File: src/rtl/maxpool_pkg.sv
// Shared defaults, FSM state encoding and a counter-width helper for the
// maxpool4_seq window sequencer.
package maxpool_pkg;

    localparam int DATA_W_DEF  = 8;
    localparam int NUM_CH_DEF  = 16;
    localparam int POOL_DEF    = 5;
    localparam int NUM_WIN_DEF = 37;

    typedef enum logic [1:0] {
        ST_IDLE = 2'd0,
        ST_FILL = 2'd1,
        ST_POOL = 2'd2,
        ST_HOLD = 2'd3
    } state_e;

    // Bits needed for a counter that runs 0..n-1 (never less than one bit).
    function automatic int cnt_w(input int n);
        return (n <= 2) ? 1 : $clog2(n);
    endfunction

endpackage

File: src/rtl/maxpool4_winbuf.sv
// POOL-slot window register file. Each accepted beat writes one slot for every
// channel; slot k of channel c lives at bits [(c*POOL + k)*DATA_W +: DATA_W].
module maxpool4_winbuf
    import maxpool_pkg::*;
#(
    parameter int DATA_W = DATA_W_DEF,
    parameter int NUM_CH = NUM_CH_DEF,
    parameter int POOL   = POOL_DEF,
    parameter int IDX_W  = cnt_w(POOL_DEF)
) (
    input  logic                          clk,
    input  logic                          rst,
    input  logic                          wr_en,
    input  logic [IDX_W-1:0]              wr_idx,
    input  logic [NUM_CH*DATA_W-1:0]      wr_data,
    output logic [NUM_CH*POOL*DATA_W-1:0] win
);

    logic [NUM_CH*POOL*DATA_W-1:0] win_q;
    logic [NUM_CH*POOL*DATA_W-1:0] win_d;

    // Scatter the incoming beat into slot wr_idx of every channel.
    always_comb begin
        // NOTE: default every always_comb output first so no path infers a latch.
        win_d = win_q;
        for (int c = 0; c < NUM_CH; c++) begin
            for (int k = 0; k < POOL; k++) begin
                if (wr_en && (wr_idx == IDX_W'(k))) begin
                    win_d[(c*POOL + k)*DATA_W +: DATA_W] = wr_data[c*DATA_W +: DATA_W];
                end
            end
        end
    end

    // Window storage; cleared by reset so an aborted frame leaves no stale slots.
    always_ff @(posedge clk or negedge rst) begin
        // NOTE: this buffer is flop-based and small, so it is reset like any other
        // state; a RAM-style array would normally be left unreset.
        if (!rst) begin
            win_q <= '0;
        end else begin
            // NOTE: sequential state is always updated with non-blocking assignments.
            win_q <= win_d;
        end
    end

    assign win = win_q;

endmodule

File: src/rtl/maxpool4_seq.sv
// maxpool4_seq: gathers POOL beats of NUM_CH samples into a window, fires the
// external pooling layer for one cycle, registers its result and holds it until
// the consumer takes it; NUM_WIN windows make a frame.
// Optional feature: define MAXPOOL4_SEQ_STALL_CNT_EN to add the stall_cnt output,
// a saturating count of FILL cycles without in_valid and HOLD cycles without
// out_ready, cleared on start.
module maxpool4_seq
    import maxpool_pkg::*;
#(
    parameter int DATA_W  = DATA_W_DEF,
    parameter int NUM_CH  = NUM_CH_DEF,
    parameter int POOL    = POOL_DEF,
    parameter int NUM_WIN = NUM_WIN_DEF
) (
    input  logic                          clk,
    input  logic                          rst,
    input  logic                          start,
    input  logic                          in_valid,
    output logic                          in_ready,
    input  logic [NUM_CH*DATA_W-1:0]      in_data,
    output logic                          pool_en,
    output logic [NUM_CH*POOL*DATA_W-1:0] pool_win,
    input  logic [NUM_CH*DATA_W-1:0]      pool_res,
    output logic                          out_valid,
    input  logic                          out_ready,
    output logic [NUM_CH*DATA_W-1:0]      out_data,
    output logic                          frame_done,
    output logic                          busy
`ifdef MAXPOOL4_SEQ_STALL_CNT_EN
    ,
    output logic [15:0]                   stall_cnt
`endif
);

    localparam int BEAT_W = cnt_w(POOL);
    localparam int WIN_W  = cnt_w(NUM_WIN);

    state_e                     state_q, state_d;
    logic [BEAT_W-1:0]          beat_cnt_q, beat_cnt_d;
    logic [WIN_W-1:0]           win_cnt_q, win_cnt_d;
    logic [NUM_CH*DATA_W-1:0]   out_data_q, out_data_d;
    logic                       in_ready_q, in_ready_d;
    logic                       pool_en_q, pool_en_d;
    logic                       out_valid_q, out_valid_d;
    logic                       frame_done_q, frame_done_d;
    logic                       busy_q, busy_d;
    logic                       in_hs;
    logic                       out_hs;

    assign in_hs  = in_valid && in_ready_q;
    assign out_hs = out_valid_q && out_ready;

    maxpool4_winbuf #(
        .DATA_W (DATA_W),
        .NUM_CH (NUM_CH),
        .POOL   (POOL),
        .IDX_W  (BEAT_W)
    ) u_winbuf (
        .clk     (clk),
        .rst     (rst),
        .wr_en   (in_hs),
        .wr_idx  (beat_cnt_q),
        .wr_data (in_data),
        .win     (pool_win)
    );

    // Next state, counters and registered outputs (outputs decoded from the next state).
    always_comb begin
        state_d      = state_q;
        beat_cnt_d   = beat_cnt_q;
        win_cnt_d    = win_cnt_q;
        out_data_d   = out_data_q;
        frame_done_d = 1'b0;

        unique case (state_q)
            ST_IDLE: begin
                if (start) begin
                    state_d = ST_FILL;
                end
            end
            ST_FILL: begin
                if (in_hs) begin
                    if (beat_cnt_q == BEAT_W'(POOL - 1)) begin
                        beat_cnt_d = '0;
                        state_d    = ST_POOL;
                    end else begin
                        beat_cnt_d = beat_cnt_q + BEAT_W'(1);
                    end
                end
            end
            ST_POOL: begin
                // The window is frozen here, so pool_res is settled at this edge.
                out_data_d = pool_res;
                state_d    = ST_HOLD;
            end
            ST_HOLD: begin
                if (out_hs) begin
                    if (win_cnt_q == WIN_W'(NUM_WIN - 1)) begin
                        win_cnt_d    = '0;
                        frame_done_d = 1'b1;
                        state_d      = ST_IDLE;
                    end else begin
                        win_cnt_d = win_cnt_q + WIN_W'(1);
                        state_d   = ST_FILL;
                    end
                end
            end
            default: begin
                state_d = ST_IDLE;
            end
        endcase

        in_ready_d  = (state_d == ST_FILL);
        pool_en_d   = (state_d == ST_POOL);
        out_valid_d = (state_d == ST_HOLD);
        busy_d      = (state_d != ST_IDLE);
    end

    // Control state and output registers; reset aborts any frame in flight.
    always_ff @(posedge clk or negedge rst) begin
        if (!rst) begin
            state_q      <= ST_IDLE;
            beat_cnt_q   <= '0;
            win_cnt_q    <= '0;
            out_data_q   <= '0;
            in_ready_q   <= 1'b0;
            pool_en_q    <= 1'b0;
            out_valid_q  <= 1'b0;
            frame_done_q <= 1'b0;
            busy_q       <= 1'b0;
        end else begin
            state_q      <= state_d;
            beat_cnt_q   <= beat_cnt_d;
            win_cnt_q    <= win_cnt_d;
            out_data_q   <= out_data_d;
            in_ready_q   <= in_ready_d;
            pool_en_q    <= pool_en_d;
            out_valid_q  <= out_valid_d;
            frame_done_q <= frame_done_d;
            busy_q       <= busy_d;
        end
    end

    assign in_ready   = in_ready_q;
    assign pool_en    = pool_en_q;
    assign out_valid  = out_valid_q;
    assign out_data   = out_data_q;
    assign frame_done = frame_done_q;
    assign busy       = busy_q;

`ifdef MAXPOOL4_SEQ_STALL_CNT_EN
    logic [15:0] stall_cnt_q, stall_cnt_d;

    // Count starved FILL cycles and back-pressured HOLD cycles, saturating.
    always_comb begin
        stall_cnt_d = stall_cnt_q;
        if ((state_q == ST_IDLE) && start) begin
            stall_cnt_d = '0;
        end else if ((((state_q == ST_FILL) && !in_valid) ||
                      ((state_q == ST_HOLD) && !out_ready)) &&
                     (stall_cnt_q != 16'hFFFF)) begin
            stall_cnt_d = stall_cnt_q + 16'd1;
        end
    end

    // Stall counter register.
    always_ff @(posedge clk or negedge rst) begin
        if (!rst) begin
            stall_cnt_q <= '0;
        end else begin
            stall_cnt_q <= stall_cnt_d;
        end
    end

    assign stall_cnt = stall_cnt_q;
`endif

endmodule

File: config.mk
export PLATFORM = sky130hd
export DESIGN_NAME = maxpool4_seq
export DESIGN_NICKNAME = d
export VERILOG_FILES = /design/src/rtl/maxpool_pkg.sv /design/src/rtl/maxpool4_winbuf.sv /design/src/rtl/maxpool4_seq.sv
export SDC_FILE = /design/constraint.sdc
export NUM_CORES = 1
export LEC_CHECK = 0
export BUFFER_PORTS_ARGS = -buffer_cell sky130_fd_sc_hd__buf_2
export CAP_MARGIN = 25
export CORE_AREA = 3 3 396 398
export CTS_CLUSTER_DIAMETER = 120
export DETAILED_ROUTE_END_ITERATION = 16
export DIE_AREA = 0 0 399 401
export MAX_ROUTING_LAYER = met4
export REMOVE_ABC_BUFFERS = 1
export SETUP_SLACK_MARGIN = 0.05
export SYNTH_ARGS = -nofsm -noshare
export SYNTH_HDL_FRONTEND = slang
export SYNTH_SLANG_ARGS = --single-unit
File: constraint.sdc
create_clock -name clk -period 2.25 [get_ports clk]
set_input_delay 0.3375 -clock clk [delete_from_list [all_inputs] [get_ports clk]]
set_output_delay 0.3375 -clock clk [all_outputs]
set_load 0.02 [all_outputs]
### Word-level counts from Yosys, hierarchy flattened

Cells that the tools add are included.

* flip-flop bits (word level): 784
* bits of input ports: 261
* output and inout bits: 773

* add/subtract/negate cells: 2
* equal/unequal tests: 11
* mux-type cells: 11
* reduce and logical (&&, ||, !) cells: 12

Operator list (number)
* equality test 2 bit (second input constant): 4
* 2-to-1 mux 2 bit: 4
* one-hot mux 2 bit (4 select lines): 1
* logical AND 1 bit: 7
* adder 6 x 1 -> 6 bit (second input constant): 1
* equality test 3 x 2 -> 1 bit (second input constant): 2
* equality test 6 bit (second input constant): 1
* 2-to-1 mux 6 bit: 1
* equality test 2 x 1 -> 1 bit (second input constant): 2
* 2-to-1 mux 1 bit: 4
* AND reduction 2 bit: 2
* adder 3 x 1 -> 3 bit (second input constant): 1
* equality test 3 x 1 -> 1 bit (second input constant): 1
* equality test 3 bit (second input constant): 1
* logical NOT 3 bit: 1
* 2-to-1 mux 3 bit: 1
* logical NOT 2 bit: 1
* nonzero test 2 bit: 1

### Depth between registers and ports, before layout

Gate-level depths: netlist of run 1.

* depth in word-level cells: 5
* depth in mapped cells: 7
* depth with buffers taken out: 6

### By module

Synthesis of run 1 repeated with hierarchy kept, for this count alone.

* cells, all modules: 1696
* area, all modules: 29931.2 um^2

Modules (own cells, without submodules)
* maxpool4_winbuf: times used 1, cells each 1355, area each 24348.4 um^2, seq. area each 16015.4 um^2
* maxpool4_seq: times used 1, cells each 341, area each 5582.9 um^2, seq. area each 3603.5 um^2

### Worst setup path after synthesis of run 1

Ideal clock, no wire load.

* kind: register to register
* from: reg beat_cnt_q[0]
* to: reg u_winbuf.win_q[104] (netlist: u_winbuf.win[104])
* arrival time: 1636 ps
* path slack: 489 ps
* cell stages (with the launch flop): 7
* buffers on the path: 2
* cells stage by stage: dfrtp_1 > ha_1 > ha_1 > nand3_1 > clkbuf_1 > buf_2 > mux2_2

* cells in the longest elaborated chain, start to end: 2

Ends and longest elaborated chain
* start, declared: line maxpool4_seq.sv:39 `logic [BEAT_W-1:0] beat_cnt_q, beat_cnt_d;`
* start signal, assigned: line maxpool4_seq.sv:133 `beat_cnt_q <= beat_cnt_d;`
* equality test 3 x 2 -> 1 bit: line maxpool4_winbuf.sv:28 `if (wr_en && (wr_idx == IDX_W'(k))) begin`
* logical AND 1 bit: line maxpool4_winbuf.sv:28
* end signal, assigned: line maxpool4_winbuf.sv:43 `win_q <= win_d;`
* end, declared: line maxpool4_winbuf.sv:19 `logic [NUM_CH*POOL*DATA_W-1:0] win_q;`

No other way between the ends.
A chain may end at the register's enable or synchronous reset.

### Final worst setup path of run 1

* from: reg in_ready_q (netlist: in_ready)
* to: reg u_winbuf.win_q[409] (netlist: u_winbuf.win[409])

* cells in the longest elaborated chain, start to end: 2

Ends and longest elaborated chain
* start, declared: line maxpool4_seq.sv:42 `logic in_ready_q, in_ready_d;`
* start signal, assigned: line maxpool4_seq.sv:136 `in_ready_q <= in_ready_d;`
* logical AND 1 bit: line maxpool4_seq.sv:50 `assign in_hs = in_valid && in_ready_q;`
* logical AND 1 bit: line maxpool4_winbuf.sv:28

No other way between the ends.

==> results.yml, run 1 <==
job:
  cap_violations: 0
clocking:
  cts.root.buffer_cell: "clkbuf_16"
  clk_latency_ns: 0.68
  cts_tree: "done"
  htreeDepth: 3
  cts_made_buffers: 88
  clock_sinks: 784
  clockBufferDepth: 3
  postCtsSetupRepairBufs: 0
  clkSlewWorstSetupHoldPaths_ns: 0.06
setup_path:
  r2r_cells: 5
  worst_ep_required_time_ns: 2.81
  cp-end-kind: "register"
  crit_fanout: 13
  worstSetupStartpointType: "register"
  critPathArrivalTime_ns: 2.52
  crit_type: "reg -> reg"
placement:
  portBuffers: 1033
  post-place-ws_ns: 0.280
  dpl.hpwl_mm: 78.3
  gp_congestion: 0.830
sta:
  hold_viol_final: 0
  clock_skew_ns: 0.0325
  finalCritPeriodShare: 0.871
  setup_ws_ns: 0.290
  grt_setup_unrepaired: "false"
  slew_headroom: 0.565
  period_minus_slack_ns: 1.96
  fmax_mhz: 510
  tightest_slew_ns: 0.652
  maxSlewViolCount: 0
  finalSetupTns_ns: 0
  finalSetupViolations: 0
grt:
  grt_util_met3: 0.0323
  busiest_layer: "met2"
  grt_pass1_wl_mm: 154
  grt_pass1_vias: 22500
  grt_util_met2: 0.219
  grt_use_met1: 0.152
  grt.total_usage: 0.133
  antenna_found_initial: 13
  grt_max_degree: 67
  grt_overflow: 0
floorplan:
  dieHeight_um: 401
  pin_count: 1034
  fp-row-count: 144
  core_area_um2: 154000
  die_x_um: 399
  initial_core_util: 0.198
  dieArea_um2: 160000
yosys:
  synth_top_area_frac: 0.645
  ys_ff_latch: 784
  avgSynthCellArea_um2: 15.5
  netlist-cell-type-count: 33
  netlist_instances: 1965
  syn_area_um2: 30400
  seq_area_frac_synth: 0.645
  yosysTopAreaCell: "dfrtp_1"
  yosys_warnings: 0
  ys_top_cells_by_area: "dfrtp_1 64%, mux2_2 15%, mux2_4 12%"
pwr:
  power.leakage_nw: 22.1
  irDropWorstVdd_v: 0.000853
  p_total_w: 0.0704
  power.density_nw_per_um2: 1600
run_status:
  outcome: "finished clean"
routing:
  drt-wirelength-per-cell_um: 19.6
  drc: 0
  vias_per_cell: 3.90
  drt-pass1-iter-count: 7
  dr_total_vias: 21300
  ant_nets: 0
  drt_iter0_markers: 1008
  finalWirelength_mm: 107
worst_hold_path:
  min_path_type: "in -> reg"
  hold_depth: 3
cells_and_area:
  layout_commonest_cell: "buf_2"
  final_cell_mix: "1032 x buf_2, 784 x dfrtp_1, 401 x mux2_2"
  drive_gt1_frac: 0.562
  nets: 3623
  syn_to_final_growth_pct: 44.7
  fillCellCount: 15500
## cell families (layout without fill, tap and decap cells)
kind of cell	after synthesis	in the layout	synth area share
buf+inv	105	1565	0.0291
other cells	0	6	0
simple gates	413	413	0.0533
xor+xnor	1	1	0.000288
flops	784	784	0.645
compound gates	14	14	0.00275
mux	641	641	0.267
fa+ha+maj	7	7	0.00288
## metrics by stage
step	instances	utilization	hold WS [ns]	area [um2]
2_1_floorplan	1866	-	0.0419	29600
3_5_place_dp	5052	0.251	0.382	38500
4_1_cts	5469	0.286	0.0449	44000
5_1_grt	5473	0.286	0.0900	44000
6_report	5475	0.286	0.139	44000
3_3_place_gp	5052	0.251	0.384	38500
## power breakdown
group / total [W] / switching, W / internal [W]
sequential: 0.0252 / 0.00400 / 0.0212
combinational: 0.0308 / 0.0179 / 0.0129
clock: 0.0144 / 0.00607 / 0.00831
total: 0.0704 / 0.0280 / 0.0424
## sequential cells by signal, summed over array words and instances, names as in the netlist
signal and count:
busy 1, out_data 128, out_valid 1, win_cnt_q 6, beat_cnt_q 3, frame_done 1
pool_en 1, state_q 2, in_ready 1, u_winbuf.win 640
## cells in the mapped netlist
cell and number:
mux2_2 401, nor4_1 2, a21o_1 2, and2_1 1, or4_1 1, a21oi_1 3, xnor2_1 1, and3_4 1
and4_1 2, nand3_1 2, mux2_4 240, buf_12 22, nand4_1 4, ha_1 7, clkbuf_1 23, buf_6 6
o21ai_0 5, a211oi_1 2, nor3b_1 1, buf_1 1, nand2_4 2, nand2_1 389, a31oi_1 1, nor2_1 3
nor3_1 2, nand4b_1 1, buf_4 12, inv_2 1, o31ai_1 1, inv_1 5, nand2b_1 2, dfrtp_1 784
buf_2 35
## layer usage
layer / wire (um) / share of wire
met2: 52500 / 0.49
met1: 42800 / 0.40
met3: 7440 / 0.069
met4: 4580 / 0.043
met5: 0 / 0
## final timing paths
path | slack [ns] | endpoint | startpoint
max in group asynchronous | 1.10 | u_winbuf.win[154] | rst
worst min-delay path | 0.14 | state_q[0] | start
worst max-delay path | 0.29 | u_winbuf.win[409] | in_ready
worst min register to register | 0.47 | u_winbuf.win[475] | u_winbuf.win[475]
min in group asynchronous | 0.27 | u_winbuf.win[93] | rst
worst max register to register | 0.29 | u_winbuf.win[409] | in_ready
## critical path: stages (launching register included)
cell	delay [ns]
dfrtp_1	0.53
and3_4	0.33
nand2_8	0.18
buf_12	0.22
buf_4	0.24
mux2_4	0.30
## area by class of cell
cell class                 count  area, um2  share of cell area
sequential                   784      19600               0.446
timing repair buffer        1399       8950               0.203
antenna                        6       15.0            0.000341
inverter                       6       22.5            0.000512
tap                         2044       2560              0.0581
multi-input combinational   1076       9960               0.226
clock inverter                32        382             0.00867
clock buffer                 128       2520              0.0573
## repair_timing
item,in CTS,in global routing
gates resized for setup,0,0
hold endpoints to repair,711,0
hold buffers,257,0
(Power assumes the default switching activity.)
==> inputs of run 2 (changes only) <==
CELL_PAD_IN_SITES_DETAIL_PLACEMENT = 1   (was unset)
CELL_PAD_IN_SITES_GLOBAL_PLACEMENT = 2   (was unset)
PLACE_DENSITY_LB_ADDON = 0.1   (was unset)
==> results.yml, run 2 (synthesis results as in run 1) <==
job:
  cap_violations: 0
clocking:
  clock_sinks: 784
  postCtsSetupRepairBufs: 0
  cts_made_buffers: 104
  cts.root.buffer_cell: "clkbuf_16"
  clockBufferDepth: 3
  htreeDepth: 3
  clkSlewWorstSetupHoldPaths_ns: 0.06
  cts_tree: "done"
  clk_latency_ns: 0.69
routing:
  ant_nets: 0
  drt-pass1-iter-count: 4
  drc: 0
  finalWirelength_mm: 129
  vias_per_cell: 3.89
  dr_total_vias: 21300
  drt_iter0_markers: 655
  drt-wirelength-per-cell_um: 23.6
floorplan:
  core_area_um2: 154000
  pin_count: 1034
  dieHeight_um: 401
  die_x_um: 399
  initial_core_util: 0.198
  dieArea_um2: 160000
  fp-row-count: 144
sta:
  tightest_slew_ns: 0.552
  maxSlewViolCount: 0
  finalCritPeriodShare: 0.881
  hold_viol_final: 0
  clock_skew_ns: 0.0168
  holdWs_ns: 0.102
  slew_headroom: 0.632
  grt_setup_unrepaired: "false"
  fmax_mhz: 505
  period_minus_slack_ns: 1.98
  finalSetupViolations: 0
grt:
  grt_pass1_vias: 24000
  grt_overflow: 0
  grt_max_degree: 87
  grt.total_usage: 0.162
  antenna_found_initial: 7
  grt_pass1_wl_mm: 183
setup_path:
  critPathArrivalTime_ns: 2.55
  endpoint: "u_winbuf.win[285]"
  worst_ep_required_time_ns: 2.82
  cp-end-kind: "register"
  r2r-start: "beat_cnt_q[0]"
  r2r_cells: 6
  reg2reg_to: "u_winbuf.win[285]"
  crit_type: "reg -> reg"
  regToRegSetupSlack_ns: 0.27
  worstSetupStartpointType: "register"
  crit_fanout: 30
  cp-startpoint: "beat_cnt_q[0]"
run_status:
  outcome: "finished clean"
cells_and_area:
  final_cell_mix: "1032 x buf_2, 784 x dfrtp_1, 401 x mux2_2"
  final_area_um2: 44600
  layout_commonest_cell: "buf_2"
  final_cells: 5485
  drive_gt1_frac: 0.562
  syn_to_final_growth_pct: 46.6
  nets: 3619
  largest_register_ffs: 640
pwr:
  p_total_w: 0.0743
  power.leakage_nw: 22.4
  irDropWorstVdd_v: 0.000640
  power.density_nw_per_um2: 1670
placement:
  dp.cells: 5031
  dpl.hpwl_mm: 97.5
  portBuffers: 1033
  dpl-instance-area_um2: 38500
  gp_congestion: 0.826
worst_hold_path:
  min_path_type: "in -> async"
-- run 2: cell types whose count changed in the layout (fill, tap and decap cells not counted), sizes merged --
cell / delta
clkinvlp: +1
buf: -21
diode: -3
inv: +3
clkbuf: +42
bufinv: -1
clkinv: -12
dlygate4sd3: +1
-- run 2: area by class of cell --
class | instances | area (um2)
flip-flops and latches | 784 | 19600
inverters | 6 | 22.5
well taps | 2044 | 2560
diodes | 3 | 7.51
clock buffers | 170 | 3210
multi-input cells | 1076 | 9960
repair buffers | 1379 | 8920
clock inverters | 23 | 297
fillers | 16800 | 109000
-- run 2: per-layer routing --
metal / GRT usage / up-vias / share of wire
met1: 0.169 / 11000 / 0.37
met4: 0.0507 / 0 / 0.029
met3: 0.0551 / 172 / 0.086
li1: - / 9459 / -
met5: - / - / 0
met2: 0.285 / 736 / 0.52
-- run 2: how the worst min path moves through the flow --
| stage | from | endpoint | slack, ns |
|---|---|---|---|
| 5_1_grt | rst | u_winbuf.win[256] | 0.06 |
| 4_1_cts | rst | u_winbuf.win[256] | 0.03 |
| 6_report | rst | u_winbuf.win[325] | 0.10 |
| 3_5_place_dp | rst | u_winbuf.win[564] | 0.23 |
| 2_1_floorplan | rst | beat_cnt_q[0] | 0.04 |
| 3_3_place_gp | rst | u_winbuf.win[588] | 0.23 |
-- run 2: critical path: stages (launching register included) --
cell and delay (ns):
dfrtp_1 0.42, inv_1 0.10, ha_1 0.27, nand4_1 0.14, buf_12 0.27, buf_12 0.25
mux2_2 0.37
-- run 2: through the flow --
step | TNS (ns) | setup slack (ns) | utilization
6_report | 0 | 0.268 | 0.290
2_1_floorplan | -1332.15 | -3.51 | -
5_1_grt | 0 | 0.129 | 0.290
4_1_cts | 0 | 0.214 | 0.290
3_3_place_gp | 0 | 0.255 | 0.251
3_5_place_dp | 0 | 0.217 | 0.251
-- run 2: repair_timing --
| item | 4_1_cts | 5_1_grt |
|---|---|---|
| resized for setup | 0 | 0 |
| setup endpoints to repair | 0 | 0 |
| endpoints found under the hold margin | 1025 | 0 |
| hold buffers | 258 | 0 |
-- run 2: power breakdown --
| part | total (W) | internal (W) | switching (W) |
|---|---|---|---|
| logic | 0.0325 | 0.0129 | 0.0196 |
| registers | 0.0250 | 0.0212 | 0.00381 |
| clock network | 0.0168 | 0.0101 | 0.00669 |
| total | 0.0743 | 0.0442 | 0.0301 |
==> inputs of run 3 (changes only) <==
==> constraint.sdc (replaced) <==
create_clock -name clk -period 1.8 [get_ports clk]
set_input_delay 0.27 -clock clk [delete_from_list [all_inputs] [get_ports clk]]
set_output_delay 0.27 -clock clk [all_outputs]
set_load 0.1 [all_outputs]
==> results.yml, run 3 (synthesis results as in run 1) <==
run_status:
  outcome: "complete, but fails checks"
  violations: "setup timing"
cells_and_area:
  drive_gt1_frac: 0.583
  final_cell_mix: "798 x buf_4, 781 x dfrtp_1, 399 x mux2_4"
  syn_to_final_growth_pct: 63.6
  fillCellCount: 16400
  fin_util: 0.324
  nets: 3758
  largest_register_ffs: 640
  layout_commonest_cell: "buf_4"
  final_cells: 5624
  multi_input_area_um2: 10700
  ff_latch_area_um2: 19600
setup_path:
  path_cells: "ha_4 > ha_4 > nand3_4 > buf_12 > buf_16 > mux2_2"
  cpPeakStageDelay_ns: 0.45
  worstSetupStartpointType: "register"
  crit_fanout: 18
  critPathArrivalTime_ns: 2.41
  crit_slowest_cell: "dfrtp_2"
  cp_common_cell: "ha_4"
  worst_ep_required_time_ns: 2.38
  cp-end-kind: "register"
  crit_type: "reg -> reg"
grt:
  grt_pass1_wl_mm: 191
  grt_max_degree: 81
  grt.total_usage: 0.170
  grt_pass1_vias: 24900
  grt_overflow: 0
  antenna_found_initial: 8
floorplan:
  core_area_um2: 154000
  dieHeight_um: 401
  initial_core_util: 0.198
  die_x_um: 399
  pin_count: 1034
  dieArea_um2: 160000
  fp-row-count: 144
clocking:
  cts_made_buffers: 102
  clk_latency_ns: 0.69
  clockBufferDepth: 3
  clkSlewWorstSetupHoldPaths_ns: 0.06
  htreeDepth: 3
  cts.root.buffer_cell: "clkbuf_16"
  cts_tree: "done"
  clock_sinks: 784
routing:
  finalWirelength_mm: 142
  dr_total_vias: 22200
  drc: 0
  vias_per_cell: 3.94
  ant_nets: 0
  drt_iter0_markers: 770
  drt-wirelength-per-cell_um: 25.3
  drt-pass1-iter-count: 4
sta:
  tightest_slew_ns: 0.460
  period_minus_slack_ns: 1.83
  slew_headroom: 0.693
  finalCritPeriodShare: 1.02
  maxSlewViolCount: 0
  finalSetupViolations: 29
  hold_viol_final: 0
  grt_setup_unrepaired: "true"
  setup_ws_ns: -0.0298
  fmax_mhz: 547
  clock_skew_ns: 0.0362
placement:
  dp.cells: 5089
  dpl.hpwl_mm: 100
  portBuffers: 1033
  gp_congestion: 0.832
worst_hold_path:
  min_path_type: "in -> async"
job:
  cap_violations: 0
run 3: cell types whose count changed in the layout (fill, tap and decap cells not counted), sizes merged:
cell,delta
diode,+2
buf,+121
clkinvlp,+1
clkbuf,+8
bufinv,+5
clkinv,+4
inv,-2
run 3: area by class of cell:
cell class	instances	share of cell area
flip-flops and latches	784	0.394
repair buffers	1520	0.270
multi-input cells	1076	0.215
clock buffers	158	0.0595
well taps	2044	0.0514
clock inverters	31	0.00955
inverters	6	0.000452
diodes	5	0.000251
run 3: worst paths after layout:
kind	slack [ns]	startpoint	cells past startpoint	to
hold / removal	0.10	rst	2	u_winbuf.win[150]
setup reg to reg	-0.03	beat_cnt_q[0]	6	u_winbuf.win[311]
hold reg to reg	0.47	u_winbuf.win[156]	2	u_winbuf.win[156]
setup / recovery	-0.03	beat_cnt_q[0]	6	u_winbuf.win[311]
min in group clk	0.10	out_ready	3	frame_done
max in group asynchronous	0.84	rst	3	u_winbuf.win[583]
run 3: through the flow:
| stage | instance area [um2] | hold slack (ns) | setup slack (ns) | setup TNS (ns) |
|---|---|---|---|---|
| global route | 49800 | 0.0734 | -0.0629 | -3.07 |
| floorplan | 29600 | -0.0256 | -4.58 | -2063.96 |
| detailed placement | 39200 | 0.236 | -0.0658 | -3.28 |
| finish | 49800 | 0.101 | -0.0298 | -0.444 |
| CTS | 48400 | 0.00954 | -0.0724 | -1.84 |
| global placement | 39200 | 0.219 | -0.0648 | -3.65 |
run 3: per-layer routing:
metal  share of wire  global-route usage
met5               0                   -
met4           0.044              0.0772
met1            0.37               0.176
met2            0.50               0.291
met3           0.085              0.0598
run 3: worst max-delay path: cells and delay by family, from the launching register on:
kind / cells / cell delay (ns)
AND/OR/NAND/NOR: 1 / 0.12
buffers and inverters: 2 / 0.38
multiplexers: 1 / 0.35
adder cells (fa/ha/maj): 2 / 0.36
flip-flops: 1 / 0.45
run 3: timing repair:
action / CTS / global route
setup buffers: 20 / 35
gates resized for setup: 915 / 210
pin swaps: 1 / 12
hold endpoints to repair: 1007 / 0
setup endpoints to repair: 1079 / 553
gates cloned: 18 / 21
hold buffers: 258 / 0
Power of run 3 is not shown: default switching activity piles up to over one toggle a cycle in this logic, so the estimate is an artifact.
